--- config.mk ---
export PLATFORM = sky130hd
export DESIGN_NAME = adc_edge_start_gen
export DESIGN_NICKNAME = d
export VERILOG_FILES = /design/src/rtl/adc_pkg.sv /design/src/rtl/adc_load_down_counter.sv /design/src/rtl/adc_edge_start_gen.sv
export SDC_FILE = /design/constraint.sdc
export NUM_CORES = 1
export LEC_CHECK = 0
export CAP_MARGIN = 20
export CORE_MARGIN = 2
export CORE_UTILIZATION = 50
export CTS_CLUSTER_SIZE = 16
export DETAILED_ROUTE_END_ITERATION = 12
export PLACE_DENSITY = 0.76
export SLEW_MARGIN = 5
export SYNTH_ARGS = -nofsm -noshare
export SYNTH_HDL_FRONTEND = slang
export SYNTH_SLANG_ARGS = --single-unit
--- constraint.sdc ---
create_clock -name clk -period 2.75 [get_ports clk]
set_input_delay 0.55 -clock clk [delete_from_list [all_inputs] [get_ports clk]]
set_output_delay 0.55 -clock clk [all_outputs]
set_load 0.02 [all_outputs]
--- src/rtl/adc_pkg.sv ---
// Shared types and constants for the SAR ADC conversion-start generator.
// Optional feature macro used by the top: ADC_EDGE_START_TIMEOUT_EN.
package adc_pkg;

    localparam int ADC_CNT_W = 16;

    typedef logic [1:0] state_t;

    localparam state_t ST_IDLE      = 2'd0;
    localparam state_t ST_HIGH      = 2'd1;
    localparam state_t ST_WAIT_DONE = 2'd2;
    localparam state_t ST_GAP       = 2'd3;

endpackage

--- src/rtl/adc_load_down_counter.sv ---
// Loadable down-counter; a zero load value is clamped to 1.
// tc_o flags the last counted cycle (count == 1).
module adc_load_down_counter #(
    parameter int W = 16
) (
    input  logic         clk,
    input  logic         rst_n,
    input  logic         load_i,
    input  logic [W-1:0] load_val_i,
    input  logic         dec_i,
    output logic [W-1:0] cnt_o,
    output logic         tc_o
);

    logic [W-1:0] cnt_q;
    logic [W-1:0] cnt_d;

    always_comb begin
        cnt_d = cnt_q;
        if (load_i) begin
            cnt_d = (load_val_i == '0) ? W'(1) : load_val_i;
        end else if (dec_i && (cnt_q != '0)) begin
            cnt_d = cnt_q - W'(1);
        end
    end

    always_ff @(posedge clk or negedge rst_n) begin
        if (!rst_n) begin
            cnt_q <= '0;
        end else begin
            cnt_q <= cnt_d;
        end
    end

    assign cnt_o = cnt_q;
    assign tc_o  = (cnt_q == W'(1));

endmodule

--- src/rtl/adc_edge_start_gen.sv ---
// Conversion-start edge generator for the SAR ADC (one-shot / free-running).
// Define ADC_EDGE_START_TIMEOUT_EN to build the done-wait timeout.
module adc_edge_start_gen
    import adc_pkg::*;
#(
    parameter int CNT_W          = ADC_CNT_W,
    parameter int TIMEOUT_CYCLES = 1024
) (
    input  logic             clk,
    input  logic             rst_n,
    input  logic             enable_i,
    input  logic             continuous_i,
    input  logic             single_i,
    input  logic [CNT_W-1:0] high_cycles_i,
    input  logic [CNT_W-1:0] gap_cycles_i,
    input  logic             conv_done_i,
    input  logic             clear_i,
    output logic             start_o,
    output logic             busy_o,
    output logic             overrun_o,
    output logic             timeout_o,
    output logic [CNT_W-1:0] start_count_o
);

    state_t           state_q, state_d;
    logic             start_q, start_d;
    logic             pend_q, pend_d;
    logic             ovr_q, ovr_d;
    logic             dlat_q, dlat_d;
    logic [CNT_W-1:0] scnt_q, scnt_d;

    logic             hi_load, hi_dec, hi_tc;
    logic             gap_load, gap_dec, gap_tc;
    logic [CNT_W-1:0] hi_cnt, gap_cnt;
    logic             busy;
    logic             wait_exit;

    assign busy = (state_q != ST_IDLE);

`ifdef ADC_EDGE_START_TIMEOUT_EN
    localparam int DW_W = $clog2(TIMEOUT_CYCLES + 1);
    localparam logic [DW_W-1:0] DW_LAST = DW_W'(TIMEOUT_CYCLES - 1);

    logic [DW_W-1:0] dwell_q, dwell_d;
    logic            to_q, to_d;
    logic            dwell_hit;

    assign dwell_hit = (dwell_q == DW_LAST);

    always_comb begin
        dwell_d = dwell_q;
        to_d    = clear_i ? 1'b0 : to_q;
        if (state_q != ST_WAIT_DONE) begin
            dwell_d = '0;
        end else if (!(conv_done_i || dlat_q)) begin
            if (dwell_hit) begin
                to_d = 1'b1;
            end else begin
                dwell_d = dwell_q + DW_W'(1);
            end
        end
    end

    always_ff @(posedge clk or negedge rst_n) begin
        if (!rst_n) begin
            dwell_q <= '0;
            to_q    <= 1'b0;
        end else begin
            dwell_q <= dwell_d;
            to_q    <= to_d;
        end
    end

    assign wait_exit = conv_done_i || dlat_q || dwell_hit;
    assign timeout_o = to_q;
`else
    assign wait_exit = conv_done_i || dlat_q;
    assign timeout_o = 1'b0 && (TIMEOUT_CYCLES > 0);
`endif

    always_comb begin
        state_d  = state_q;
        start_d  = start_q;
        pend_d   = pend_q;
        ovr_d    = clear_i ? 1'b0 : ovr_q;
        dlat_d   = dlat_q;
        scnt_d   = scnt_q;
        hi_load  = 1'b0;
        hi_dec   = 1'b0;
        gap_load = 1'b0;
        gap_dec  = 1'b0;

        // A new overrun is applied after the clear so that set wins.
        if (single_i && busy) begin
            if (pend_q) begin
                ovr_d = 1'b1;
            end else begin
                pend_d = 1'b1;
            end
        end

        unique case (state_q)
            ST_IDLE: begin
                if (enable_i && (single_i || pend_q || continuous_i)) begin
                    state_d = ST_HIGH;
                    start_d = 1'b1;
                    hi_load = 1'b1;
                    scnt_d  = scnt_q + CNT_W'(1);
                    pend_d  = 1'b0;
                    dlat_d  = 1'b0;
                end
            end
            ST_HIGH: begin
                hi_dec = 1'b1;
                if (conv_done_i) begin
                    dlat_d = 1'b1;
                end
                if (hi_tc) begin
                    state_d = ST_WAIT_DONE;
                    start_d = 1'b0;
                end
            end
            ST_WAIT_DONE: begin
                if (wait_exit) begin
                    state_d  = ST_GAP;
                    gap_load = 1'b1;
                    dlat_d   = 1'b0;
                end
            end
            ST_GAP: begin
                gap_dec = 1'b1;
                if (gap_tc) begin
                    if (enable_i && (continuous_i || pend_q)) begin
                        state_d = ST_HIGH;
                        start_d = 1'b1;
                        hi_load = 1'b1;
                        scnt_d  = scnt_q + CNT_W'(1);
                        pend_d  = 1'b0;
                        dlat_d  = 1'b0;
                    end else begin
                        state_d = ST_IDLE;
                    end
                end
            end
            default: begin
                state_d = ST_IDLE;
                start_d = 1'b0;
            end
        endcase

        if (!enable_i) begin
            state_d  = ST_IDLE;
            start_d  = 1'b0;
            pend_d   = 1'b0;
            dlat_d   = 1'b0;
            scnt_d   = scnt_q;
            hi_load  = 1'b0;
            gap_load = 1'b0;
        end
    end

    always_ff @(posedge clk or negedge rst_n) begin
        if (!rst_n) begin
            state_q <= ST_IDLE;
            start_q <= 1'b0;
            pend_q  <= 1'b0;
            ovr_q   <= 1'b0;
            dlat_q  <= 1'b0;
            scnt_q  <= '0;
        end else begin
            state_q <= state_d;
            start_q <= start_d;
            pend_q  <= pend_d;
            ovr_q   <= ovr_d;
            dlat_q  <= dlat_d;
            scnt_q  <= scnt_d;
        end
    end

    adc_load_down_counter #(.W(CNT_W)) u_hi_cnt (
        .clk        (clk),
        .rst_n      (rst_n),
        .load_i     (hi_load),
        .load_val_i (high_cycles_i),
        .dec_i      (hi_dec),
        .cnt_o      (hi_cnt),
        .tc_o       (hi_tc)
    );

    adc_load_down_counter #(.W(CNT_W)) u_gap_cnt (
        .clk        (clk),
        .rst_n      (rst_n),
        .load_i     (gap_load),
        .load_val_i (gap_cycles_i),
        .dec_i      (gap_dec),
        .cnt_o      (gap_cnt),
        .tc_o       (gap_tc)
    );

    logic unused_cnt;
    assign unused_cnt = ^{hi_cnt, gap_cnt};

    assign start_o       = start_q;
    assign busy_o        = busy;
    assign overrun_o     = ovr_q;
    assign start_count_o = scnt_q;

endmodule

After elaboration in Yosys (flattened, before gate mapping)
Index checks and enable logic that the tools add are counted.
{"block": "classes", "addsub": 3, "n_eq_ne": 15, "muxes": 49, "n_reduce_logical": 22}
{"op": "$mux 16", "count": 9}
{"op": "$eq 16x1->1 const B", "count": 2}
{"op": "$logic_not 16->1", "count": 2}
{"op": "$pmux 16 s2", "count": 1}
{"op": "$reduce_bool 16->1", "count": 2}
{"op": "$sub 16x1->16 const B", "count": 2}
{"op": "$mux 1", "count": 29}
{"op": "$ne 3x3->1 const B", "count": 6}
{"op": "$add 16x1->16 const B", "count": 1}
{"op": "$reduce_and 5->1", "count": 3}
{"op": "$mux 2", "count": 5}
{"op": "$pmux 2 s4", "count": 1}
{"op": "$reduce_bool 2->1", "count": 4}
{"op": "$ne 2x2->1 const B", "count": 3}
{"op": "$logic_and 1x1->1", "count": 5}
{"op": "$eq 2x2->1 const B", "count": 2}
{"op": "$logic_or 1x1->1", "count": 4}
{"op": "$ne 4x1->1 const B", "count": 1}
{"op": "$pmux 1 s2", "count": 2}
{"op": "$pmux 1 s4", "count": 1}
{"op": "$reduce_and 4->1", "count": 1}
{"op": "$pmux 1 s3", "count": 1}
{"op": "$eq 2x1->1 const B", "count": 1}
{"op": "$logic_not 2->1", "count": 1}
{"block": "word_totals", "register_bits": 54, "input_bits": 39, "output_inout_bits": 20}

Logic depth before layout (Yosys ltp)
Gate-level depths: netlist of run 1.
{"block": "depth", "ltp_word": 7, "mapped_depth": 8}

Modules after synthesis
A second synthesis of run 1 with hierarchy kept.
{"block": "hier_totals", "hier_cells": 393, "area_unflattened_um2": 3558.4}
{"module": "adc_load_down_counter", "instances": 2, "cells_each": 139, "area_each_um2": 1173.6, "seq_area_each_um2": 400.4}
{"module": "adc_edge_start_gen", "instances": 1, "cells_each": 115, "area_each_um2": 1211.2, "seq_area_each_um2": 550.5}

Worst setup path before layout of run 1
OpenSTA, ideal clock, no wires.
{"block": "synth_timing", "path_kind": "register to register", "from": "reg u_gap_cnt.cnt_q[1], in the netlist u_gap_cnt.cnt_o[1]", "to": "reg u_hi_cnt.cnt_q[0], in the netlist u_hi_cnt.cnt_o[0]", "setup_time_ns": 0.137, "arrival_ns": 1.769, "setup_slack_ns": 0.844, "path_stages_with_launch": 9, "path_buffers": 1, "cell_sequence": "dfrtp_1 -> inv_1 -> ha_1 -> nor4b_1 -> and4_1 -> a41oi_2 -> buf_4 -> a311oi_1 -> a21oi_1"}
{"block": "synth_via", "elab_chain_len": 5}
{"item": "start: declaration", "line": "adc_load_down_counter.sv:15", "text": "logic [W-1:0] cnt_q;"}
{"item": "start signal: assignment", "line": "adc_load_down_counter.sv:31", "text": "cnt_q <= cnt_d;"}
{"item": "$eq 16x1->1 (*)", "line": "adc_load_down_counter.sv:36", "text": "assign tc_o = (cnt_q == W'(1));"}
{"item": "$mux 1 (*)", "line": "adc_edge_start_gen.sv:132", "text": "if (gap_tc) begin"}
{"item": "$pmux 1 s2 (*)", "line": "adc_edge_start_gen.sv:102", "text": "unique case (state_q)"}
{"item": "$mux 1 (*)", "line": "adc_edge_start_gen.sv:151", "text": "if (!enable_i) begin"}
{"item": "$mux 16 or $reduce_bool 2->1 (tied branches)"}
{"item": "end signal: assignment", "line": "adc_load_down_counter.sv:31"}
{"item": "end: declaration", "line": "adc_load_down_counter.sv:15"}
Mark *: on every way between the ends. The rest lies on a longest branch, timed or not.
A chain may end at the register's enable or synchronous reset.

Worst setup path in the final report of run 1
{"block": "layout_timing", "from": "reg u_gap_cnt.cnt_q[6], in the netlist u_gap_cnt.cnt_o[6]", "to": "reg u_gap_cnt.cnt_q[1], in the netlist u_gap_cnt.cnt_o[1]"}
{"block": "layout_via", "elab_chain_len": 3}
{"item": "$reduce_bool 16->1", "line": "adc_load_down_counter.sv:22", "text": "end else if (dec_i && (cnt_q != '0)) begin"}
{"item": "$logic_and 1x1->1", "line": "adc_load_down_counter.sv:22"}
{"item": "$reduce_bool 2->1 (no line)"}
No other way between the ends.

==> results of run 1 <==
==> metal layers <==
layer	vias to the layer above	wire, microns	GRT usage
li1	1421	-	-
met1	1370	3483	0.2758
met2	73	3492	0.3517
met3	8	319	0.03465
met4	0	86	0.05339
met5	-	0	0
==> registers in the layout, summed over array words and instances (netlist names) <==
signal / flops
pend_q: 1
u_gap_cnt.cnt_o: 16
overrun_o: 1
start_o: 1
state_q: 2
u_hi_cnt.cnt_o: 16
dlat_q: 1
start_count_o: 16
==> per-stage QoR <==
stage          power, mW  hold WS (ps)  cell area [sq um]    util
2_1_floorplan      2.397         254.4               3354       -
3_3_place_gp       2.789         459.0               4004  0.6234
3_5_place_dp       2.853         481.3               4004  0.6234
4_1_cts            3.275         394.0               4080  0.6353
5_1_grt            3.512         428.5               4080  0.6353
6_report           3.254         354.5               4080  0.6353
==> cells in the mapped netlist, drive strengths merged, types with 4 or more instances <==
| master | n | area [sq um] |
|---|---|---|
| xor2 | 12 | 105.1 |
| nand4 | 6 | 37.54 |
| dfrtp | 54 | 1351 |
| or3 | 5 | 31.28 |
| o211ai | 11 | 82.58 |
| nor2 | 37 | 141.4 |
| nand2 | 38 | 145.1 |
| o21ai | 20 | 103.9 |
| nor3 | 14 | 70.07 |
| xnor2 | 25 | 219.0 |
| clkbuf | 7 | 26.28 |
| nand2b | 4 | 25.02 |
| nor4 | 14 | 130.1 |
| buf | 5 | 31.27 |
| ha | 12 | 150.1 |
| nand3 | 10 | 50.05 |
| a21oi | 22 | 110.1 |
| mux2i | 5 | 50.05 |
| inv | 14 | 52.55 |
==> worst max-delay path, stage by stage (launching register included) <==
cell and delay (ps):
dfrtp_1 410, nor3_1 490, nand3_1 530, o21ai_2 410
mux2i_1 110, mux2_2 270
==> logic make-up after synthesis <==
family,count (synthesis),synth area share
simple gates,152,0.2529
compound gates,74,0.1440
flops,54,0.4028
xor+xnor,37,0.09661
buf+inv,26,0.03282
fa+ha+maj,12,0.04476
mux,8,0.02499
other cells,1,0.001118
==> layout make-up <==
cell class | instances | area [sq um]
clock buffer | 7 | 76.32
fill | 549 | 2342
inverter | 14 | 52.55
multi-input combinational | 284 | 1893
sequential | 54 | 1351
tap | 77 | 96.34
timing repair buffer | 63 | 610.6
==> power by group <==
group          internal (mW)  leakage, nW  total, mW  switching, mW
Combinational          0.655        0.873       1.38          0.722
Clock                  0.176       0.0383      0.413          0.237
Sequential              1.10        0.649       1.46          0.369
Total                   1.93         1.56       3.25           1.33
==> how the worst max path moves through the flow <==
stage                            start            endpoint  cells after the start
floorplan           u_gap_cnt.cnt_o[1]   u_hi_cnt.cnt_o[0]                      8
global placement          continuous_i    start_count_o[6]                      6
detailed placement        continuous_i   start_count_o[10]                      6
CTS                         state_q[0]              busy_o                      4
global route        u_gap_cnt.cnt_o[6]  u_gap_cnt.cnt_o[1]                      5
finish              u_gap_cnt.cnt_o[6]  u_gap_cnt.cnt_o[1]                      5
==> flow_summary.yaml, run 1 <==
floorplanning:
  die_area_sq_um: 7381
  io_pins: 59
  core_area_sq_um: 6422
  die_w_microns: 85.91
  start_util: 0.5223
  die_h_microns: 85.91
  fp-row-count: 29
critical_path:
  r2r_slack_ps: 430
  startpoint_type: "register"
  crit_arrival_ps: 2510
  crit_path_end_kind: "register"
  cp_max_fo: 14
  crit-reg2reg-launch: "u_gap_cnt.cnt_o[6]"
  required_ps: 2940
  r2r_end: "u_gap_cnt.cnt_o[1]"
  worstSetupPathType: "reg2reg"
  worst-r2r-cell-count: 5
grt:
  grt_pass1_vias: 2758
  grt_usage: 0.2071
  grt_pass1_wl_microns: 12390
  antenna_found_initial: 0
  grt_start_max_net_pins: 55
  gr-total-overflow: 0
timing:
  period_minus_slack_ps: 2324
  setup_viol: 0
  finalWorstSetupSlack_ps: 425.8
  rsz0062_at_grt: "false"
  final.period_utilization: 0.8452
  relSlewSlack: 0.5396
  drv_slew: 0
  hold_viol_final: 0
  worst_pin_slew_ps: 690.6
  tns_ps: 0
  fmax_mhz: 430.3
  skew_ps: 7.057
detailed_routing:
  drt_iter0_drc: 149
  ant_nets: 0
  wl_per_cell_microns: 14.79
  vias_per_cell: 5.756
  drcViolationCount: 0
  via_count: 2872
  drt_wl_total_microns: 7382
  drtPass1Iterations: 4
synth:
  synth-seq-area-share: 0.4028
  yosys.cell_types.count: 61
  synth-edff-count: 0
  synth_nets: 415
  avgSynthCellArea_sq_um: 9.216
  syn_area_sq_um: 3354
  ys.flop_type: "dfrtp_1"
  async_flop_share: 1.000
  yosys_warnings: 0
  synth_cells: 364
  synth_seq_cells: 54
placement:
  hpwl_microns: 5625
  post-place-ws_ps: 291.7
  routabilityCongestion: 0.8386
  port_buffers: 57
  placedCellCount: 492
flow_run:
  max_cap_violations: 0
cts:
  htree_levels: 2
  root_buffer: "clkbuf_8"
  clock-sinks: 54
  cts_hold_buf: 0
  clk_latency_ps: 300
  cts_tree: "done"
  post_cts_buffers: 0
  cts_resized: 0
  clk_pin_slew_ps: 90
  cts-buffers-inserted: 5
  clockBufferDepth: 2
min_path:
  hold_path_class: "in2async"
power:
  powerDensity_nw_per_um2: 797.6
  ir_worst_vdd_v: 0.0003204
  leakage_nw: 1.560
finish:
  antenna_cells: 0
  finalNonFillerCells: 499
  area_growth_pct: 21.63
  drive_gt1_frac: 0.07583
  mostFrequentLayoutCell: "clkdlybuf4s50_1"
  mostFrequentLayoutCells: "clkdlybuf4s50_1, dfrtp_1, nand2_1, nor2_1, xnor2_1"
  nets: 473
status:
  outcome: "complete, no violations"
Power figures use the tool's default switching activity.
==> run 2, diff against run 1 <==
--- a/config.mk
+++ b/config.mk
@@ -7,10 +7,10 @@
 export LEC_CHECK = 0
 export CAP_MARGIN = 20
 export CORE_MARGIN = 2
-export CORE_UTILIZATION = 50
+export CORE_UTILIZATION = 48
 export CTS_CLUSTER_SIZE = 16
 export DETAILED_ROUTE_END_ITERATION = 12
-export PLACE_DENSITY = 0.76
+export PLACE_DENSITY = 0.77
 export SLEW_MARGIN = 5
 export SYNTH_ARGS = -nofsm -noshare
 export SYNTH_HDL_FRONTEND = slang
==> constraint.sdc (replaced) <==
create_clock -name clk -period 2 [get_ports clk]
set_input_delay 0.4 -clock clk [delete_from_list [all_inputs] [get_ports clk]]
set_output_delay 0.4 -clock clk [all_outputs]
set_load 0.02 [all_outputs]
==> flow_summary.yaml, run 2 (synthesized netlist as in run 1, its figures left out) <==
status:
  outcome: "complete, no violations"
grt:
  grt_usage: 0.2237
  antenna_found_initial: 0
  gr-total-overflow: 0
  grt_start_max_net_pins: 55
  grt_pass1_vias: 2980
  grt_pass1_wl_microns: 13630
critical_path:
  startpoint_type: "register"
  r2r_slack_ps: 40
  worst-r2r-cell-count: 6
  required_ps: 2190
  r2r_end: "u_gap_cnt.cnt_o[13]"
  worstSetupPathType: "reg2reg"
  cp_max_fo: 3
  crit_arrival_ps: 2150
  crit-reg2reg-launch: "u_gap_cnt.cnt_o[0]"
  crit_path_end_kind: "register"
power:
  ir_worst_vdd_v: 0.0005742
  leakage_nw: 1.798
  powerDensity_nw_per_um2: 1126
detailed_routing:
  vias_per_cell: 5.465
  drcViolationCount: 0
  drt_wl_total_microns: 8259
  wl_per_cell_microns: 14.83
  drtPass1Iterations: 4
  drt_iter0_drc: 161
  via_count: 3044
  ant_nets: 0
cts:
  clockBufferDepth: 2
  root_buffer: "clkbuf_8"
  clock-sinks: 54
  cts-buffers-inserted: 5
  clk_pin_slew_ps: 90
  htree_levels: 2
  cts_hold_buf: 0
  clk_latency_ps: 300
  cts_tree: "done"
floorplanning:
  die_h_microns: 87.60
  die_w_microns: 87.60
  fp-row-count: 30
  start_util: 0.4937
  die_area_sq_um: 7673
  io_pins: 59
  core_area_sq_um: 6794
placement:
  hpwl_microns: 6203
  place_area_sq_um: 4370
  port_buffers: 57
  routabilityCongestion: 0.9294
finish:
  nets: 513
  seq_area_sq_um: 1351
  drive_gt1_frac: 0.1931
  antenna_cells: 0
  multiInputGateArea_sq_um: 2009
  area_growth_pct: 36.52
  mostFrequentLayoutCells: "clkdlybuf4s50_1, dfrtp_1, buf_4, nor2_1, nand2_1"
  mostFrequentLayoutCell: "clkdlybuf4s50_1"
  fillers: 534
  final_cell_area_sq_um: 4579
timing:
  fmax_mhz: 509.2
  rsz0062_at_grt: "true"
  hold_viol_final: 0
  drv_slew: 0
  skew_ps: 7.827
  setup_viol: 0
  final.period_utilization: 0.9819
  tns_ps: 0
  period_minus_slack_ps: 1964
flow_run:
  max_cap_violations: 0
min_path:
  hold_path_class: "in2async"
==> run 2: changes by cell type in the layout (fill, tap and decap cells not counted), sizes merged <==
cell / change
dlygate4sd2: +1
clkdlybuf4s50: -1
clkbuf: -1
buf: +40
==> run 2: layout make-up <==
| type | count | area share |
|---|---|---|
| timing repair buffer | 103 | 0.2104 |
| tap | 96 | 0.02623 |
| multi-input combinational | 284 | 0.4388 |
| inverter | 14 | 0.01148 |
| clock buffer | 6 | 0.01803 |
| sequential | 54 | 0.2951 |
==> run 2: where the power goes <==
part	total, mW	leakage [nW]	switching (mW)	internal (mW)
combinational	2.55	1.11	1.25	1.31
clock	0.599	0.0431	0.331	0.268
sequential	2.01	0.649	0.499	1.51
total	5.16	1.80	2.08	3.08
==> run 2: stage by stage <==
step                setup slack (ps)  total power [mW]  hold slack, ps  utilization  std cells
floorplan                      94.21             3.296           104.4            -        364
global placement              -79.95             4.294           418.0       0.6433        550
detailed placement            -127.6             4.397           421.2       0.6433        550
CTS                            24.38             5.044           86.71       0.6589        556
global route                  -44.80             5.512           92.80       0.6740        557
finish                         36.24             5.158           77.41       0.6740        557
==> run 2: worst max path at each step <==
| stage | to | slack [ps] | start | cells past startpoint |
|---|---|---|---|---|
| floorplan | u_hi_cnt.cnt_o[0] | 90 | u_gap_cnt.cnt_o[1] | 8 |
| global placement | start_count_o[5] | -80 | continuous_i | 7 |
| detailed placement | u_hi_cnt.cnt_o[12] | -130 | continuous_i | 8 |
| CTS | u_hi_cnt.cnt_o[0] | 20 | u_gap_cnt.cnt_o[1] | 8 |
| global route | u_gap_cnt.cnt_o[12] | -40 | u_gap_cnt.cnt_o[13] | 7 |
| finish | u_gap_cnt.cnt_o[13] | 40 | u_gap_cnt.cnt_o[0] | 6 |
==> run 2: repair_timing <==
action | 4_1_cts | 5_1_grt
pin swaps | 1 | 4
buffers inserted | 0 | 1
resized for setup | 5 | 20
endpoints found under the setup margin | 14 | 28
==> run 2: critical path, stage by stage (launching register included) <==
cell and delay, ps:
dfrtp_1 410, buf_4 150, or4_1 610, nor4_2 240
o21ai_2 140, o211ai_1 180, o311ai_1 120
==> run 2: layer usage <==
| metal | GRT usage | share of wire | vias up |
|---|---|---|---|
| li1 | - | - | 1498 |
| met1 | 0.2955 | 0.44 | 1453 |
| met3 | 0.03299 | 0.047 | 7 |
| met2 | 0.3912 | 0.50 | 86 |
| met5 | 0 | 0 | - |
| met4 | 0.04755 | 0.011 | 0 |
